**src/rtl/alu_packet_parser.sv**
```systemverilog
// alu_packet_parser
//   Parses byte-stream packets from a UART receiver and produces response
//   bytes for a UART transmitter.
//   Packet layout: opcode, reserved, length LSB, length MSB, payload.
//   The length field is the total packet size, including the 4 header bytes.
//   Opcodes:
//     0xEC  echo  payload copied to the output stream
//     0xA0  add   payload words summed, result sent
//     0xA1  xor   payload words xor-ed, result sent
//   Malformed packets pulse frame_error_o and any remaining payload is
//   discarded.
//
// Ports
//   clk            rising-edge clock
//   rst            synchronous active-high reset
//   s_axis_*       input byte stream (tdata/tvalid/tready)
//   m_axis_*       output byte stream (tdata/tvalid/tready)
//   busy_o         high whenever the parser is not waiting for an opcode
//   frame_error_o  one-cycle pulse on a malformed packet
module alu_packet_parser #(
  parameter int DATA_WIDTH_P = 8,
  parameter int ACC_WIDTH_P  = 32
) (
  input  logic                    clk,
  input  logic                    rst,
  input  logic [DATA_WIDTH_P-1:0] s_axis_tdata,
  input  logic                    s_axis_tvalid,
  output logic                    s_axis_tready,
  output logic [DATA_WIDTH_P-1:0] m_axis_tdata,
  output logic                    m_axis_tvalid,
  input  logic                    m_axis_tready,
  output logic                    busy_o,
  output logic                    frame_error_o
);

  localparam int NB    = ACC_WIDTH_P / DATA_WIDTH_P;  // bytes per operand word
  localparam int IDX_W = (NB > 1) ? $clog2(NB) : 1;

  localparam logic [DATA_WIDTH_P-1:0] OP_ECHO = DATA_WIDTH_P'(8'hEC);
  localparam logic [DATA_WIDTH_P-1:0] OP_ADD  = DATA_WIDTH_P'(8'hA0);
  localparam logic [DATA_WIDTH_P-1:0] OP_XOR  = DATA_WIDTH_P'(8'hA1);

  typedef enum logic [2:0] {
    HDR_OP, HDR_RSV, LEN_LSB, LEN_MSB, ECHO, OPERAND, SEND, DRAIN
  } state_t;

  state_t                  state_reg, state_next;
  logic [DATA_WIDTH_P-1:0] opcode_reg, opcode_next;
  logic [DATA_WIDTH_P-1:0] len_lsb_reg, len_lsb_next;
  logic [15:0]             cnt_reg, cnt_next;
  logic [ACC_WIDTH_P-1:0]  acc_reg, acc_next;
  logic [ACC_WIDTH_P-1:0]  word_reg, word_next;
  logic [IDX_W-1:0]        byte_idx_reg, byte_idx_next;
  logic [IDX_W:0]          send_cnt_reg, send_cnt_next;
  logic [DATA_WIDTH_P-1:0] out_data_reg, out_data_next;
  logic                    out_valid_reg, out_valid_next;
  logic                    ferr_reg, ferr_next;

  logic                    s_ready;
  logic                    s_xfer;
  logic                    m_xfer;
  logic                    slot_free;
  logic [15:0]             len_word;
  logic [15:0]             payload;
  logic                    payload_misaligned;
  logic [ACC_WIDTH_P-1:0]  word_cur;
  logic [ACC_WIDTH_P-1:0]  acc_upd;
  logic [DATA_WIDTH_P-1:0] acc_lane [NB];

  // The output register can take a new byte when it is empty or its
  // current byte is leaving this cycle.
  assign slot_free = !out_valid_reg || m_axis_tready;
  assign m_xfer    = out_valid_reg && m_axis_tready;
  assign s_xfer    = s_axis_tvalid && s_ready;

  assign len_word           = {s_axis_tdata, len_lsb_reg};
  assign payload            = len_word - 16'd4;
  assign payload_misaligned = (payload % 16'(NB)) != 16'd0;

  // Operand word with the incoming byte merged into its lane, so the word
  // completed by the last byte is usable in the same cycle.
  generate
    for (genvar gi = 0; gi < NB; gi++) begin : g_lane
      assign word_cur[gi*DATA_WIDTH_P +: DATA_WIDTH_P] =
        (byte_idx_reg == IDX_W'(gi)) ? s_axis_tdata
                                     : word_reg[gi*DATA_WIDTH_P +: DATA_WIDTH_P];
      assign acc_lane[gi] = acc_reg[gi*DATA_WIDTH_P +: DATA_WIDTH_P];
    end
  endgenerate

  assign acc_upd = (opcode_reg == OP_ADD) ? (acc_reg + word_cur) : (acc_reg ^ word_cur);

  always_comb begin
    s_ready = 1'b0;
    if (!rst) begin
      case (state_reg)
        HDR_OP, HDR_RSV, LEN_LSB, LEN_MSB, OPERAND, DRAIN: s_ready = 1'b1;
        ECHO:    s_ready = slot_free;
        default: s_ready = 1'b0;
      endcase
    end
  end

  always_comb begin
    state_next     = state_reg;
    opcode_next    = opcode_reg;
    len_lsb_next   = len_lsb_reg;
    cnt_next       = cnt_reg;
    acc_next       = acc_reg;
    word_next      = word_reg;
    byte_idx_next  = byte_idx_reg;
    send_cnt_next  = send_cnt_reg;
    out_data_next  = out_data_reg;
    out_valid_next = out_valid_reg && !m_axis_tready;
    ferr_next      = 1'b0;

    case (state_reg)
      HDR_OP: begin
        if (s_xfer) begin
          opcode_next = s_axis_tdata;
          state_next  = HDR_RSV;
        end
      end
      HDR_RSV: begin
        if (s_xfer) state_next = LEN_LSB;
      end
      LEN_LSB: begin
        if (s_xfer) begin
          len_lsb_next = s_axis_tdata;
          state_next   = LEN_MSB;
        end
      end
      LEN_MSB: begin
        if (s_xfer) begin
          acc_next      = '0;
          word_next     = '0;
          byte_idx_next = '0;
          send_cnt_next = '0;
          cnt_next      = payload;
          if (len_word < 16'd4) begin
            ferr_next  = 1'b1;
            cnt_next   = '0;
            state_next = HDR_OP;
          end else if (opcode_reg == OP_ECHO) begin
            state_next = (payload == 16'd0) ? HDR_OP : ECHO;
          end else if ((opcode_reg == OP_ADD || opcode_reg == OP_XOR) &&
                       payload != 16'd0 && !payload_misaligned) begin
            state_next = OPERAND;
          end else begin
            ferr_next  = 1'b1;
            state_next = (payload == 16'd0) ? HDR_OP : DRAIN;
          end
        end
      end
      ECHO: begin
        if (s_xfer) begin
          out_data_next  = s_axis_tdata;
          out_valid_next = 1'b1;
          cnt_next       = cnt_reg - 16'd1;
          if (cnt_reg == 16'd1) state_next = HDR_OP;
        end
      end
      OPERAND: begin
        if (s_xfer) begin
          word_next     = word_cur;
          cnt_next      = cnt_reg - 16'd1;
          byte_idx_next = (byte_idx_reg == IDX_W'(NB-1)) ? '0 : byte_idx_reg + 1'b1;
          if (byte_idx_reg == IDX_W'(NB-1)) acc_next = acc_upd;
          if (cnt_reg == 16'd1) begin
            state_next = SEND;
            // Present the first result byte on entry to SEND; if an earlier
            // echo byte is still stalled, SEND loads it once the slot frees.
            if (slot_free) begin
              out_data_next  = acc_upd[DATA_WIDTH_P-1:0];
              out_valid_next = 1'b1;
              send_cnt_next  = (IDX_W+1)'(1);
            end
          end
        end
      end
      SEND: begin
        if (send_cnt_reg == (IDX_W+1)'(NB)) begin
          // Every byte has been loaded; leave once the last one transfers.
          if (m_xfer) state_next = HDR_OP;
        end else if (slot_free) begin
          out_data_next  = acc_lane[send_cnt_reg[IDX_W-1:0]];
          out_valid_next = 1'b1;
          send_cnt_next  = send_cnt_reg + 1'b1;
        end
      end
      DRAIN: begin
        if (s_xfer) begin
          cnt_next = cnt_reg - 16'd1;
          if (cnt_reg == 16'd1) state_next = HDR_OP;
        end
      end
      default: state_next = HDR_OP;
    endcase
  end

  always_ff @(posedge clk) begin
    if (rst) begin
      state_reg     <= HDR_OP;
      opcode_reg    <= '0;
      len_lsb_reg   <= '0;
      cnt_reg       <= '0;
      acc_reg       <= '0;
      word_reg      <= '0;
      byte_idx_reg  <= '0;
      send_cnt_reg  <= '0;
      out_data_reg  <= '0;
      out_valid_reg <= 1'b0;
      ferr_reg      <= 1'b0;
    end else begin
      state_reg     <= state_next;
      opcode_reg    <= opcode_next;
      len_lsb_reg   <= len_lsb_next;
      cnt_reg       <= cnt_next;
      acc_reg       <= acc_next;
      word_reg      <= word_next;
      byte_idx_reg  <= byte_idx_next;
      send_cnt_reg  <= send_cnt_next;
      out_data_reg  <= out_data_next;
      out_valid_reg <= out_valid_next;
      ferr_reg      <= ferr_next;
    end
  end

  assign s_axis_tready = s_ready;
  assign m_axis_tdata  = out_data_reg;
  assign m_axis_tvalid = out_valid_reg;
  assign busy_o        = (state_reg != HDR_OP);
  assign frame_error_o = ferr_reg;

endmodule

```
**config.mk**
```make
export PLATFORM = sky130hd
export DESIGN_NAME = alu_packet_parser
export DESIGN_NICKNAME = d
export VERILOG_FILES = /design/src/rtl/alu_packet_parser.sv
export SDC_FILE = /design/constraint.sdc
export NUM_CORES = 1
export LEC_CHECK = 0
export ABC_CLOCK_PERIOD_IN_PS = 3800
export CAP_MARGIN = 20
export CORE_AREA = 4 4 121 123
export CTS_BUF_LIST = sky130_fd_sc_hd__clkbuf_8
export DETAILED_ROUTE_END_ITERATION = 10
export DIE_AREA = 0 0 125 127
export PLACE_DENSITY = 0.88
export SLEW_MARGIN = 0
export SYNTH_ARGS = -nofsm -noshare
export SYNTH_HDL_FRONTEND = slang
export SYNTH_SLANG_ARGS = --single-unit
```
**constraint.sdc**
```tcl
create_clock -name clk -period 3.8 [get_ports clk]
set_clock_uncertainty 0.1 [all_clocks]
set_input_delay 0.38 -clock clk [delete_from_list [all_inputs] [get_ports clk]]
set_output_delay 0.38 -clock clk [all_outputs]
set_load 0.02 [all_outputs]
```
# Word-level counts from Yosys, hierarchy flattened
# Index checks and enable logic that the tools add are counted.
# W data, S select, Z words.
# word_totals
regBits	114
latchBits	0
ram_bits	0
rom_bits	0
out_inout_bits	12
memories	0
# classes
addsub	5
multipliers	0
div	0
order_cmp	2
n_eq_ne	31
n_shift	0
muxes	63
bitwise_logic	4
reduce_logical	32
# op_table
cell	n
$mux W32	5
$pmux W32 S2	2
$mux W8	12
$mux W3	21
$mux W16	3
$add A32 B32 Y32	1
$pmux W16 S2	1
$reduce_bool A16 Y1	2
$xor A32 B32 Y32	1
$ne A2 B2 Y1 const B	13
$eq A8 B8 Y1 const B	3
$pmux W8 S3	1
$pmux W3 S7	1
$bmux W8 S2	1
$eq A16 B1 Y1 const B	1
$logic_not A16 Y1	1
$lt A16 B3 Y1 const B	1
$sub A16 B1 Y16 const B	1
$sub A16 B3 Y16 const B	1
$eq A3 B3 Y1 const B	5
$reduce_and A7 Y1	2
$reduce_and A10 Y1	1
$mux W1	9
$pmux W3 S3	1
other kinds (27)	47

# Depth between registers and ports, before layout
# Gate-level depths: netlist of the first run.
# depth
ltp_word	9
mapped_depth	14

# Worst setup path before layout of the first run
# No wires, ideal clock.
# synth_path
path_kind	reg2reg
from	register byte_idx_reg[0]
to	register acc_reg[28]
setup_ns	0.117
t_arrival_ns	3.202
required_ns	3.583
slack_ns	0.381
path_stages_with_launch	15
n_path_buf	1
cell_sequence	dfxtp_1 -> inv_1 -> ha_1 -> clkbuf_1 -> mux2_2 -> ha_1 -> inv_1 -> fa_1 -> nor2b_1 -> o2111ai_1 -> a21oi_1 -> o211ai_1 -> a2111oi_0 -> o21ai_0 -> a32o_1
# synth_between
elab_chain_cells	7
# synth_lines
item	line_no	source
start: declaration	53	logic [IDX_W-1:0] byte_idx_reg, byte_idx_next;
start signal: assignment	221	byte_idx_reg <= byte_idx_next;
$eq A2 B1 Y1 (tied with other cells)	85	(byte_idx_reg == IDX_W'(gi)) ? s_axis_tdata
$mux W8	85	
$add A32 B32 Y32 / $xor A32 B32 Y32 (equally long branches)	91	assign acc_upd = (opcode_reg == OP_ADD) ? (acc_reg + word_cur) : (acc_reg ^ word_cur);
$mux W32	91	
$mux W32	168	if (byte_idx_reg == IDX_W'(NB-1)) acc_next = acc_upd;
$mux W32	164	if (s_xfer) begin
$pmux W32 S2	117	case (state_reg)
end signal: assignment	219	acc_reg <= acc_next;
end: declaration	51	logic [ACC_WIDTH_P-1:0] acc_reg, acc_next;
# Parallel ways exist; a longest one is shown, timed or not. The select of a mux whose other input is x is not followed.
# A chain may end at the register's enable or synchronous reset.

# Worst setup path in the final report of the first run
# layout_path
from	register byte_idx_reg[0]
to	register acc_reg[10]
# layout_between
elab_chain_cells	7
# layout_lines
item	line_no
$eq A2 B1 Y1 / $logic_not A2 Y1 (equally long branches)	85
$mux W8	85
$add A32 B32 Y32 / $xor A32 B32 Y32 (equally long branches)	91
$mux W32	91
$mux W32	168
$mux W32	164
$pmux W32 S2	117
# Parallel ways exist; a longest one is shown, timed or not. The select of a mux whose other input is x is not followed.

==> results.json, run 1 <==
{
  "hold_viol_final": 0,
  "ctsHtreeMaxLevel": 4,
  "number_of_non_filler_instances_in_the_completed_layout": 1205,
  "relSlewSlack_pct": 34.6,
  "clk_path_buf_depth": 2,
  "route.detailed.drc": 0,
  "basic_gate_share_of_the_synthesized_area_counting_and_or_nand_and_nor_cells_pct": 24.7,
  "routed_wirelength_mm": 22.8,
  "detail-route-antenna-nets": 0,
  "timing.setup.tns_ps": 0,
  "finalCoreUtilization_pct": 64.2,
  "die_h_um": 127,
  "unrepaired_setup_endpoints_after_global_routing": "yes",
  "yosysUniqueCellTypes": 74,
  "ctsHoldBuffers": 0,
  "yosys_most_used_dff": "dfxtp_1",
  "flow.area_growth_from_synthesis_pct": 9.77,
  "synth-seq-cells": 114,
  "post-route-period-util_pct": 94.9,
  "total_cts_buffers": 17,
  "place_worst_setup_slack_ps": 64.6,
  "clockRootBuffer": "clkbuf_8",
  "layout_min_cycle_time_ps": 3610,
  "fmax_mhz": 277,
  "groute.layer.met2.usage_pct": 44.1,
  "synth_compound_gate_area_share_pct": 22.8,
  "placed_inst_area_um2": 8340,
  "die_area_um2": 15900,
  "placement_rows": 43,
  "vias_per_cell": 6.61,
  "start_util_pct": 58.5,
  "p_leak_nw": 3.33,
  "clk_transition_reported_paths_ps": 80,
  "place_inst": 1172,
  "library_cell_with_the_largest_summed_area_after_synthesis": "dfxtp_1",
  "dr_total_vias": 7966,
  "global_route.usage.met3_pct": 6.73,
  "postSynthNetCount": 1076,
  "fin_ws_ps": 193,
  "routability_congestion_estimate_from_global_placement": 1.00,
  "synth.area.mux_share_pct": 9.00,
  "core_area_um2": 13700,
  "synth_commonest_cells": "dfxtp_1 (114), nor2_1 (112), nand2_1 (107)",
  "clock-sinks": 114,
  "buffer_ports.inserted": 23,
  "design.portCount": 24,
  "startpoint_type": "flop",
  "wire_length_of_the_first_global_routing_pass_mm": 36.7,
  "antenna_found_initial": 0,
  "detail_route.iter0.violations": 912,
  "clk-insertion-delay-late_ps": 450,
  "synth_top_family_by_area": "simple AND/OR/NAND/NOR gates",
  "netlist_instances": 1022,
  "p_total_mw": 2.72,
  "critical_path_arrival_ps": 3870,
  "report.final.setup_viol": 0,
  "worst-slew-pin-transition_ps": 980,
  "dieWidth_um": 125,
  "hpwlAfterDp_mm": 16.4,
  "final_nets": 1067,
  "finish.instance_area_um2": 8770,
  "worstPathMaxFanout": 7,
  "routedWlPerCell_um": 18.9,
  "drive_above_1_share_pct": 10.9,
  "grt_remaining_overflow": 0,
  "tritoncts_clock_tree": "built",
  "timing.final.max_slew_violations": 0,
  "globalRouteMet1Util_pct": 37.9,
  "globalRoute.busiestLayer": "met2",
  "fraction_of_registers_with_async_set_reset_pct": 0,
  "post_syn_area_per_cell_um2": 7.82,
  "ys.warnings.count": 0,
  "synth_largest_type_area_fraction_pct": 28.6,
  "synth.top_cells.by_area": "dfxtp_1 (29%), ha_1 (6.4%), nor2_1 (5.3%)",
  "firstDrtPassIters": 5,
  "syn_area_um2": 7990,
  "synth_edf_count": 0,
  "timing.critical_path.to_type": "flop",
  "cp.required_ps": 4060,
  "seq_area_frac_synth_pct": 28.6,
  "max_cap_check_violation_count": 0,
  "grt_pass1_vias": 7114,
  "power.density_nw_per_um2": 310,
  "globalRouteTotalUtil_pct": 28.4,
  "status": "finished clean",
  "post_synth_xor_area_fraction_pct": 3.40,
  "grt_start_max_net_pins": 53,
  "num_antenna_cells": 0,
  "critical_path_class": "flop to flop",
  "timing.hold.ws_ps": 308,
  "synth.most_common_cell": "dfxtp_1",
  "min-delay-path-class": "primary input to flop",
  "yosys.area_share.adder_pct": 6.67,
  "worst_vdd_drop_v": 0.000210
}
-- layout by cell type (no fill, tap or decap), types with 16 or more instances in the layout --
master	netlist	final
o21ai_0	52	52
a21oi_1	83	82
mux2i_1	19	19
xnor2_1	19	19
nand3_1	40	40
dfxtp_1	114	114
clkdlybuf4s50_1	0	22
a211oi_1	19	19
nand2_1	107	107
nor3_1	18	18
a22oi_1	16	16
mux2_2	31	31
nor2_1	112	112
inv_1	21	24
a21o_1	21	21
buf_4	0	28
ha_1	41	41
clkbuf_8	0	20
-- cell type report --
| type | instances | area (um^2) |
|---|---|---|
| Multi-Input combinational cell | 809 | 5340 |
| Inverter | 21 | 78.8 |
| Sequential cell | 114 | 2280 |
| Timing Repair Buffer | 50 | 430 |
| Clock buffer | 20 | 275 |
| Tap cell | 180 | 225 |
| Clock inverter | 11 | 139 |
| Fill cell | 1158 | 4890 |
-- path summary, 6_finish.rpt --
| path | start | end | slack (ps) | cells after the start |
|---|---|---|---|---|
| max | byte_idx_reg[0] | acc_reg[10] | 190 | 12 |
| min | rst | send_cnt_reg[1] | 310 | 2 |
| max reg2reg | byte_idx_reg[0] | acc_reg[10] | 190 | 12 |
| min reg2reg | word_reg[24] | word_reg[24] | 370 | 2 |
-- worst max-delay path, cell delays in order, from the launching register on --
cell	delay (ps)
dfxtp_1	390
inv_1	90
ha_1	230
buf_4	180
mux2_2	300
ha_1	340
a21o_1	220
a21oi_1	300
a21boi_0	220
o2111ai_1	240
nand2_1	100
or4b_2	630
a31oi_1	190
-- what timing repair did --
item | in CTS | in global routing
endpoints found under the setup margin | 0 | 2
setup buffers | 0 | 2
resized for setup | 0 | 2
-- power by group --
group / switching, mW / leakage, nW / internal [mW]
clock network: 0.526 / 0.203 / 0.689
logic: 0.165 / 2.21 / 0.106
registers: 0.0216 / 0.921 / 1.21
-- logic make-up (layout without fill, tap and decap cells) --
group,count (synthesis),in the layout
compound gates,280,280
xor+xnor,31,31
fa+ha+maj,42,42
buf+inv,99,102
flops,114,114
mux,58,58
simple gates,398,398
-- per-layer routing --
layer	vias to the layer above	wire length [um]
li1	3733	-
met1	3736	9350
met2	414	10200
met3	83	2200
met4	0	1030
met5	-	0
Note: power is estimated with default switching activity, not from simulation.
==> inputs of run 2 (changes only) <==
--- a/config.mk
+++ b/config.mk
@@ -5,12 +5,13 @@
 export SDC_FILE = /design/constraint.sdc
 export NUM_CORES = 1
 export LEC_CHECK = 0
-export ABC_CLOCK_PERIOD_IN_PS = 3800
+export ABC_AREA = 1
+export ABC_CLOCK_PERIOD_IN_PS = 4300
 export CAP_MARGIN = 20
-export CORE_AREA = 4 4 121 123
+export CORE_AREA = 4 4 122 124
 export CTS_BUF_LIST = sky130_fd_sc_hd__clkbuf_8
 export DETAILED_ROUTE_END_ITERATION = 10
-export DIE_AREA = 0 0 125 127
+export DIE_AREA = 0 0 126 128
 export PLACE_DENSITY = 0.88
 export SLEW_MARGIN = 0
 export SYNTH_ARGS = -nofsm -noshare
==> constraint.sdc (replaced) <==
create_clock -name clk -period 4.3 [get_ports clk]
set_clock_uncertainty 0.1 [all_clocks]
set_input_delay 0.43 -clock clk [delete_from_list [all_inputs] [get_ports clk]]
set_output_delay 0.43 -clock clk [all_outputs]
set_load 0.02 [all_outputs]
==> run 2 against run 1 <==
Effect of this change:
- power fell by 8.0%
- first-iteration DRC count rose by 17%
- setup slack improved by 640 ps
- die area rose by 1.6%
- sequential power fell by 11%
- design area rose by 0.93%
- flip-flop and latch count did not move
- synthesized cell count rose by 31%
- clock power fell by 11%
- cell count rose by 28%
- highest routed layer unchanged
==> results.json, run 2 <==
{
  "design.portCount": 24,
  "critical_path.reg2reg.endpoint": "m_axis_tdata[6]",
  "library_cell_with_the_largest_summed_area_after_synthesis": "dfxtp_1",
  "routability_congestion_estimate_from_global_placement": 1.04,
  "routed_wirelength_mm": 25.1,
  "worst_path_largest_cell_delay_ps": 530,
  "post_synth_xor_area_fraction_pct": 1.40,
  "syn_area_um2": 8140,
  "firstDrtPassIters": 8,
  "layout.cells.most_common_list": "nand2_1 (415), a21oi_1 (172), inv_1 (139)",
  "total_cts_buffers": 17,
  "buffer_ports.inserted": 23,
  "globalRouteTotalUtil_pct": 31.0,
  "core_area_um2": 13800,
  "synth_largest_type_area_fraction_pct": 28.0,
  "clockRootBuffer": "clkbuf_8",
  "r2r-start": "byte_idx_reg[0]",
  "power.density_nw_per_um2": 282,
  "most_common_library_cell_in_the_layout_ignoring_fill_and_taps": "nand2_1",
  "reg2reg_setup_slack_ps": 840,
  "timing.critical_path.max_delay_family": "simple AND/OR/NAND/NOR gates",
  "clk_path_buf_depth": 2,
  "grt_remaining_overflow": 0,
  "timing.setup.tns_ps": 0,
  "routedWlPerCell_um": 16.4,
  "timing.critical_path.slowest_stage_cell": "ha_1",
  "timing.final.max_slew_violations": 0,
  "ys.warnings.count": 0,
  "synth-seq-cells": 114,
  "crit_path_start": "byte_idx_reg[0]",
  "grt_start_max_net_pins": 73,
  "post-cts-setup-buffers": 0,
  "clk-insertion-delay-late_ps": 470,
  "num_antenna_cells": 0,
  "yosys_most_used_dff": "dfxtp_1",
  "antenna_found_initial": 0,
  "synth_top_family_by_area": "simple AND/OR/NAND/NOR gates",
  "worst_hold_endpoint": "word_reg[28]",
  "detail_route.iter0.violations": 1066,
  "final_nets": 1399,
  "max_cap_check_violation_count": 0,
  "timing.hold.ws_ps": 362,
  "timing.critical_path.to_type": "flop",
  "vias_per_cell": 5.89,
  "start_util_pct": 59.1,
  "seq_area_frac_synth_pct": 28.0,
  "p_total_mw": 2.50,
  "placed_inst_area_um2": 8410,
  "dieWidth_um": 126,
  "post_syn_area_per_cell_um2": 6.07,
  "min-delay-path-class": "flop to flop",
  "ff2ff_path_depth": 17,
  "die_area_um2": 16100,
  "p_leak_nw": 3.96,
  "synth_commonest_cells": "nand2_1 (415), a21oi_1 (172), inv_1 (137)",
  "drive_above_1_share_pct": 4.20,
  "tritoncts_clock_tree": "built",
  "yosysUniqueCellTypes": 43,
  "postSynthNetCount": 1396,
  "flow.area_growth_from_synthesis_pct": 8.76,
  "cts_repair_resize_count": 0,
  "clk_transition_reported_paths_ps": 70,
  "min_path_cells": 2,
  "critical_path_class": "flop to flop",
  "crit_path_cell_trace": "inv_1 -> ha_1 -> nor2_1 -> a21oi_1 -> ha_1 -> inv_1 -> fa_1 -> inv_1 -> nand3_1 -> nand3_1 -> nand2_1 -> nand2_1 -> nand3_1 -> nand2_1 -> a21oi_1 -> nor3_1 -> nor2_1",
  "ctsHtreeMaxLevel": 4,
  "wire_length_of_the_first_global_routing_pass_mm": 40.6,
  "worst_vdd_drop_v": 0.000195,
  "hold_viol_final": 0,
  "clock-sinks": 114,
  "fmax_mhz": 289,
  "placement_rows": 43,
  "synth.most_common_cell": "nand2_1",
  "route.detailed.drc": 0,
  "relSlewSlack_pct": 42.9,
  "synth_compound_gate_area_share_pct": 19.2,
  "hpwlAfterDp_mm": 18.2,
  "timing.critical_path.buf_inv": 3,
  "ctsHoldBuffers": 0,
  "post-route-period-util_pct": 80.5,
  "report.final.setup_viol": 0,
  "fin_ws_ps": 837,
  "layout_min_cycle_time_ps": 3460,
  "basic_gate_share_of_the_synthesized_area_counting_and_or_nand_and_nor_cells_pct": 35.3,
  "holdCritStartpoint": "word_reg[28]",
  "finish.instance_area_um2": 8850,
  "startpoint_type": "flop",
  "status": "finished clean",
  "worst-slew-pin-transition_ps": 857,
  "critical_path_arrival_ps": 3710,
  "synth_edf_count": 0,
  "cp.required_ps": 4550,
  "unrepaired_setup_endpoints_after_global_routing": "no",
  "fraction_of_registers_with_async_set_reset_pct": 0,
  "worstPathMaxFanout": 16,
  "die_h_um": 128,
  "dr_total_vias": 9048,
  "yosys.area_share.adder_pct": 6.55,
  "netlist_instances": 1342,
  "synth.area.mux_share_pct": 0,
  "synth.top_cells.by_area": "dfxtp_1 (28%), nand2_1 (19%), a21oi_1 (11%)",
  "place_worst_setup_slack_ps": 720,
  "detail-route-antenna-nets": 0,
  "grt_pass1_vias": 8284
}
[run 2: routing by layer]
| metal | part of all wire, % | up-vias | global-route usage, % |
|---|---|---|---|
| li1 | - | 4389 | - |
| met2 | 45 | 493 | 50.0 |
| met1 | 41 | 4084 | 39.6 |
| met3 | 9.7 | 82 | 6.67 |
| met5 | 0 | - | 0 |
| met4 | 4.2 | 0 | 14.9 |
[run 2: worst max path at each step]
stage / end / slack [ps] / cells after the start
after global routing: acc_reg[30] / 610 / 19
final: m_axis_tdata[6] / 840 / 17
after detailed placement: m_axis_tdata[6] / 720 / 16
after global placement: m_axis_tdata[6] / 760 / 16
after floorplan: acc_reg[30] / 1540 / 19
after CTS: m_axis_tdata[6] / 940 / 17
[run 2: worst register-to-register path, stage by stage (launching register included)]
cell and delay, ps:
dfxtp_1 330, inv_1 120, ha_1 530, nor2_1 90
a21oi_1 190, ha_1 250, inv_1 80, fa_1 390
inv_1 100, nand3_1 70, nand3_1 180, nand2_1 70
nand2_1 180, nand3_1 110, nand2_1 80, a21oi_1 50
nor3_1 350, nor2_1 90
[run 2: kinds of logic after synthesis]
family,count (synthesis)
compound gates,293
xor+xnor,13
fa+ha+maj,42
buf+inv,190
flops,114
simple gates,690
[run 2: power by group]
part	leakage [nW]	internal, mW	switching (mW)	total (mW)
Combinational	2.82	0.102	0.215	0.317
Clock	0.217	0.610	0.474	1.08
Sequential	0.921	1.08	0.0212	1.10
[run 2: per-stage QoR]
stage	util, %	instances
floorplan	-	1342
global placement	61.1	1505
detailed placement	61.1	1505
CTS	64.1	1536
global route	64.3	1537
finish	64.3	1537
[run 2: cell type report]
cell class                 instances  area (um^2)
sequential                       114         2280
inverter                         144          543
tap                              180          225
fill                            1291         4920
timing repair buffer              30          298
clock buffer                      20          275
clock inverter                    11          138
multi-input combinational       1038         5090
==> inputs of run 3 (changes only) <==
--- a/config.mk
+++ b/config.mk
@@ -6,13 +6,13 @@
 export NUM_CORES = 1
 export LEC_CHECK = 0
 export ABC_AREA = 1
-export ABC_CLOCK_PERIOD_IN_PS = 4300
+export ABC_CLOCK_PERIOD_IN_PS = 3100
 export CAP_MARGIN = 20
-export CORE_AREA = 4 4 122 124
+export CORE_AREA = 4 4 124 126
 export CTS_BUF_LIST = sky130_fd_sc_hd__clkbuf_8
 export DETAILED_ROUTE_END_ITERATION = 10
-export DIE_AREA = 0 0 126 128
-export PLACE_DENSITY = 0.88
+export DIE_AREA = 0 0 128 130
+export PLACE_DENSITY = 0.89
 export SLEW_MARGIN = 0
 export SYNTH_ARGS = -nofsm -noshare
 export SYNTH_HDL_FRONTEND = slang
==> constraint.sdc (replaced) <==
create_clock -name clk -period 3.1 [get_ports clk]
set_clock_uncertainty 0.1 [all_clocks]
set_input_delay 0.31 -clock clk [delete_from_list [all_inputs] [get_ports clk]]
set_output_delay 0.31 -clock clk [all_outputs]
set_load 0.02 [all_outputs]
==> run 3 against run 2 <==
Effect of this change:
- clock power up 32%
- register-to-register slack worse by 640 ps
- power grew 37%
- die area grew 3.2%
- routed wire length fell by 1.7%
- design area is 2.4% higher
- fmax rose by 19%
- global-route usage fell by 1.4 points
- setup slack got worse by 640 ps
- flip-flop and latch count unchanged
- critical path depth rose by 3
- highest routed layer unchanged
==> results.json, run 3 (synthesis gave the netlist of run 2 again) <==
{
  "cp.required_ps": 3390,
  "crit_path_cell_trace": "inv_2 -> ha_4 -> buf_4 -> nor2_1 -> a21oi_1 -> buf_4 -> ha_1 -> nand2_1 -> nand2_1 -> inv_1 -> nor2_1 -> nor2_1 -> nand3_1 -> nand3_1 -> nand2_1 -> nand2_1 -> nand2_1 -> nand2_1 -> nand2_1 -> a21oi_1",
  "detail_route.iter0.violations": 1107,
  "final_nets": 1426,
  "min-delay-path-class": "primary input to flop",
  "flow.area_growth_from_synthesis_pct": 11.4,
  "timing.hold.ws_ps": 329,
  "p_leak_nw": 4.08,
  "design.portCount": 24,
  "antenna_found_initial": 0,
  "placement_rows": 44,
  "grt_remaining_overflow": 0,
  "fmax_mhz": 345,
  "power_switching_share_pct": 29.6,
  "routedWlPerCell_um": 15.8,
  "most_common_library_cell_in_the_layout_ignoring_fill_and_taps": "nand2_1",
  "clk-insertion-delay-late_ps": 460,
  "timing.critical_path.slowest_stage_cell": "dfxtp_1",
  "die_area_um2": 16600,
  "clock_power_share_pct": 41.9,
  "startpoint_type": "flop",
  "wire_length_of_the_first_global_routing_pass_mm": 39.5,
  "clock-sinks": 114,
  "dieWidth_um": 128,
  "routed_wirelength_mm": 24.7,
  "timing.setup.tns_ps": 0,
  "hold_viol_final": 0,
  "critical_path_arrival_ps": 3190,
  "clockRootBuffer": "clkbuf_8",
  "tritoncts_clock_tree": "built",
  "detail-route-antenna-nets": 0,
  "multi_input_area_um2": 5130,
  "total_cts_buffers": 17,
  "max_cap_check_violation_count": 0,
  "regArea_um2": 2280,
  "place_inst": 1535,
  "layout.cells.most_common_list": "nand2_1 (415), a21oi_1 (171), inv_1 (136)",
  "vias_per_cell": 5.76,
  "share_seq_of_total_power_pct": 44.5,
  "worst_path_largest_cell_delay_ps": 400,
  "layout_min_cycle_time_ps": 2900,
  "timing.critical_path.to_type": "flop",
  "firstDrtPassIters": 6,
  "globalRouteTotalUtil_pct": 29.6,
  "grt_pass1_vias": 8184,
  "unrepaired_setup_endpoints_after_global_routing": "no",
  "worstPathMaxFanout": 11,
  "worst_vdd_drop_v": 0.000196,
  "start_util_pct": 56.9,
  "grt_start_max_net_pins": 73,
  "num_antenna_cells": 0,
  "relSlewSlack_pct": 42.5,
  "number_of_non_filler_instances_in_the_completed_layout": 1569,
  "drive_above_1_share_pct": 6.79,
  "status": "finished clean",
  "total_switching_power_mw": 1.01,
  "cellInternalPower_mw": 2.41,
  "routability_congestion_estimate_from_global_placement": 1.04,
  "fillCellCount": 1327,
  "core_area_um2": 14300,
  "post-route-period-util_pct": 93.6,
  "route.detailed.drc": 0,
  "worst-slew-pin-transition_ps": 859,
  "clk_transition_reported_paths_ps": 80,
  "buffer_ports.inserted": 23,
  "power.combinational.fraction_pct": 13.6,
  "min_path_cells": 6,
  "timing.final.max_slew_violations": 0,
  "dr_total_vias": 9034,
  "critical_path_class": "flop to flop",
  "ctsHoldBuffers": 0,
  "finalCoreUtilization_pct": 63.3,
  "clk_path_buf_depth": 2,
  "hpwlAfterDp_mm": 18.2,
  "ctsHtreeMaxLevel": 4,
  "report.final.setup_viol": 0,
  "ff2ff_path_depth": 20,
  "die_h_um": 130,
  "power.density_nw_per_um2": 377,
  "critical-path-top-cell-by-count": "nand2_1"
}
==> run 3: layout make-up <==
cell class                      instances  area share, %
Tap cell                              184           2.54
Clock buffer                           19           2.88
Sequential cell                       114           25.2
Timing Repair Buffer                   57           5.30
Clock inverter                         13           1.49
Inverter                              144           5.99
Multi-Input combinational cell       1038           56.6
==> run 3: what timing repair did <==
item	CTS	global route
pin swaps	0	3
endpoints found under the setup margin	1	23
gates resized for setup	1	9
setup buffers	0	2
==> run 3: critical path, delay by kind of cell, from the launching register on <==
family	cells	cell delay, ps
AOI/OAI and AO/OA	2	160
DFF	1	400
and+or+nand+nor	12	1140
buffers and inverters	4	490
adders and majority gates	2	560
==> run 3: metrics by stage <==
step	power (mW)	area, um^2	setup slack [ps]
after global placement	1.99	8610	57.3
after global routing	3.54	9070	15.5
final	3.42	9070	198
after detailed placement	2.00	8610	6.99
after floorplan	1.85	8140	343
after CTS	3.41	9010	14.5
==> run 3: final timing paths <==
path,start,end,slack [ps]
max,byte_idx_reg[1],acc_reg[18],200
min,rst,frame_error_o,330
max reg2reg,byte_idx_reg[1],acc_reg[18],200
min reg2reg,word_reg[31],word_reg[31],360
==> run 3: power by group through the flow <==
stage / Clock [mW] / Combinational [mW] / Sequential [mW]
6_report: 1.43 / 0.465 / 1.52
2_1_floorplan: 0 / 0.289 / 1.56
3_3_place_gp: 0 / 0.443 / 1.55
4_1_cts: 1.44 / 0.455 / 1.52
5_1_grt: 1.51 / 0.513 / 1.52
3_5_place_dp: 0 / 0.451 / 1.55
==> run 3: routing by layer <==
metal / global-route usage (%) / wire [um]
met4: 17.5 / 1340
met3: 4.50 / 2140
met2: 47.2 / 10900
met1: 38.1 / 10300
met5: 0 / 0
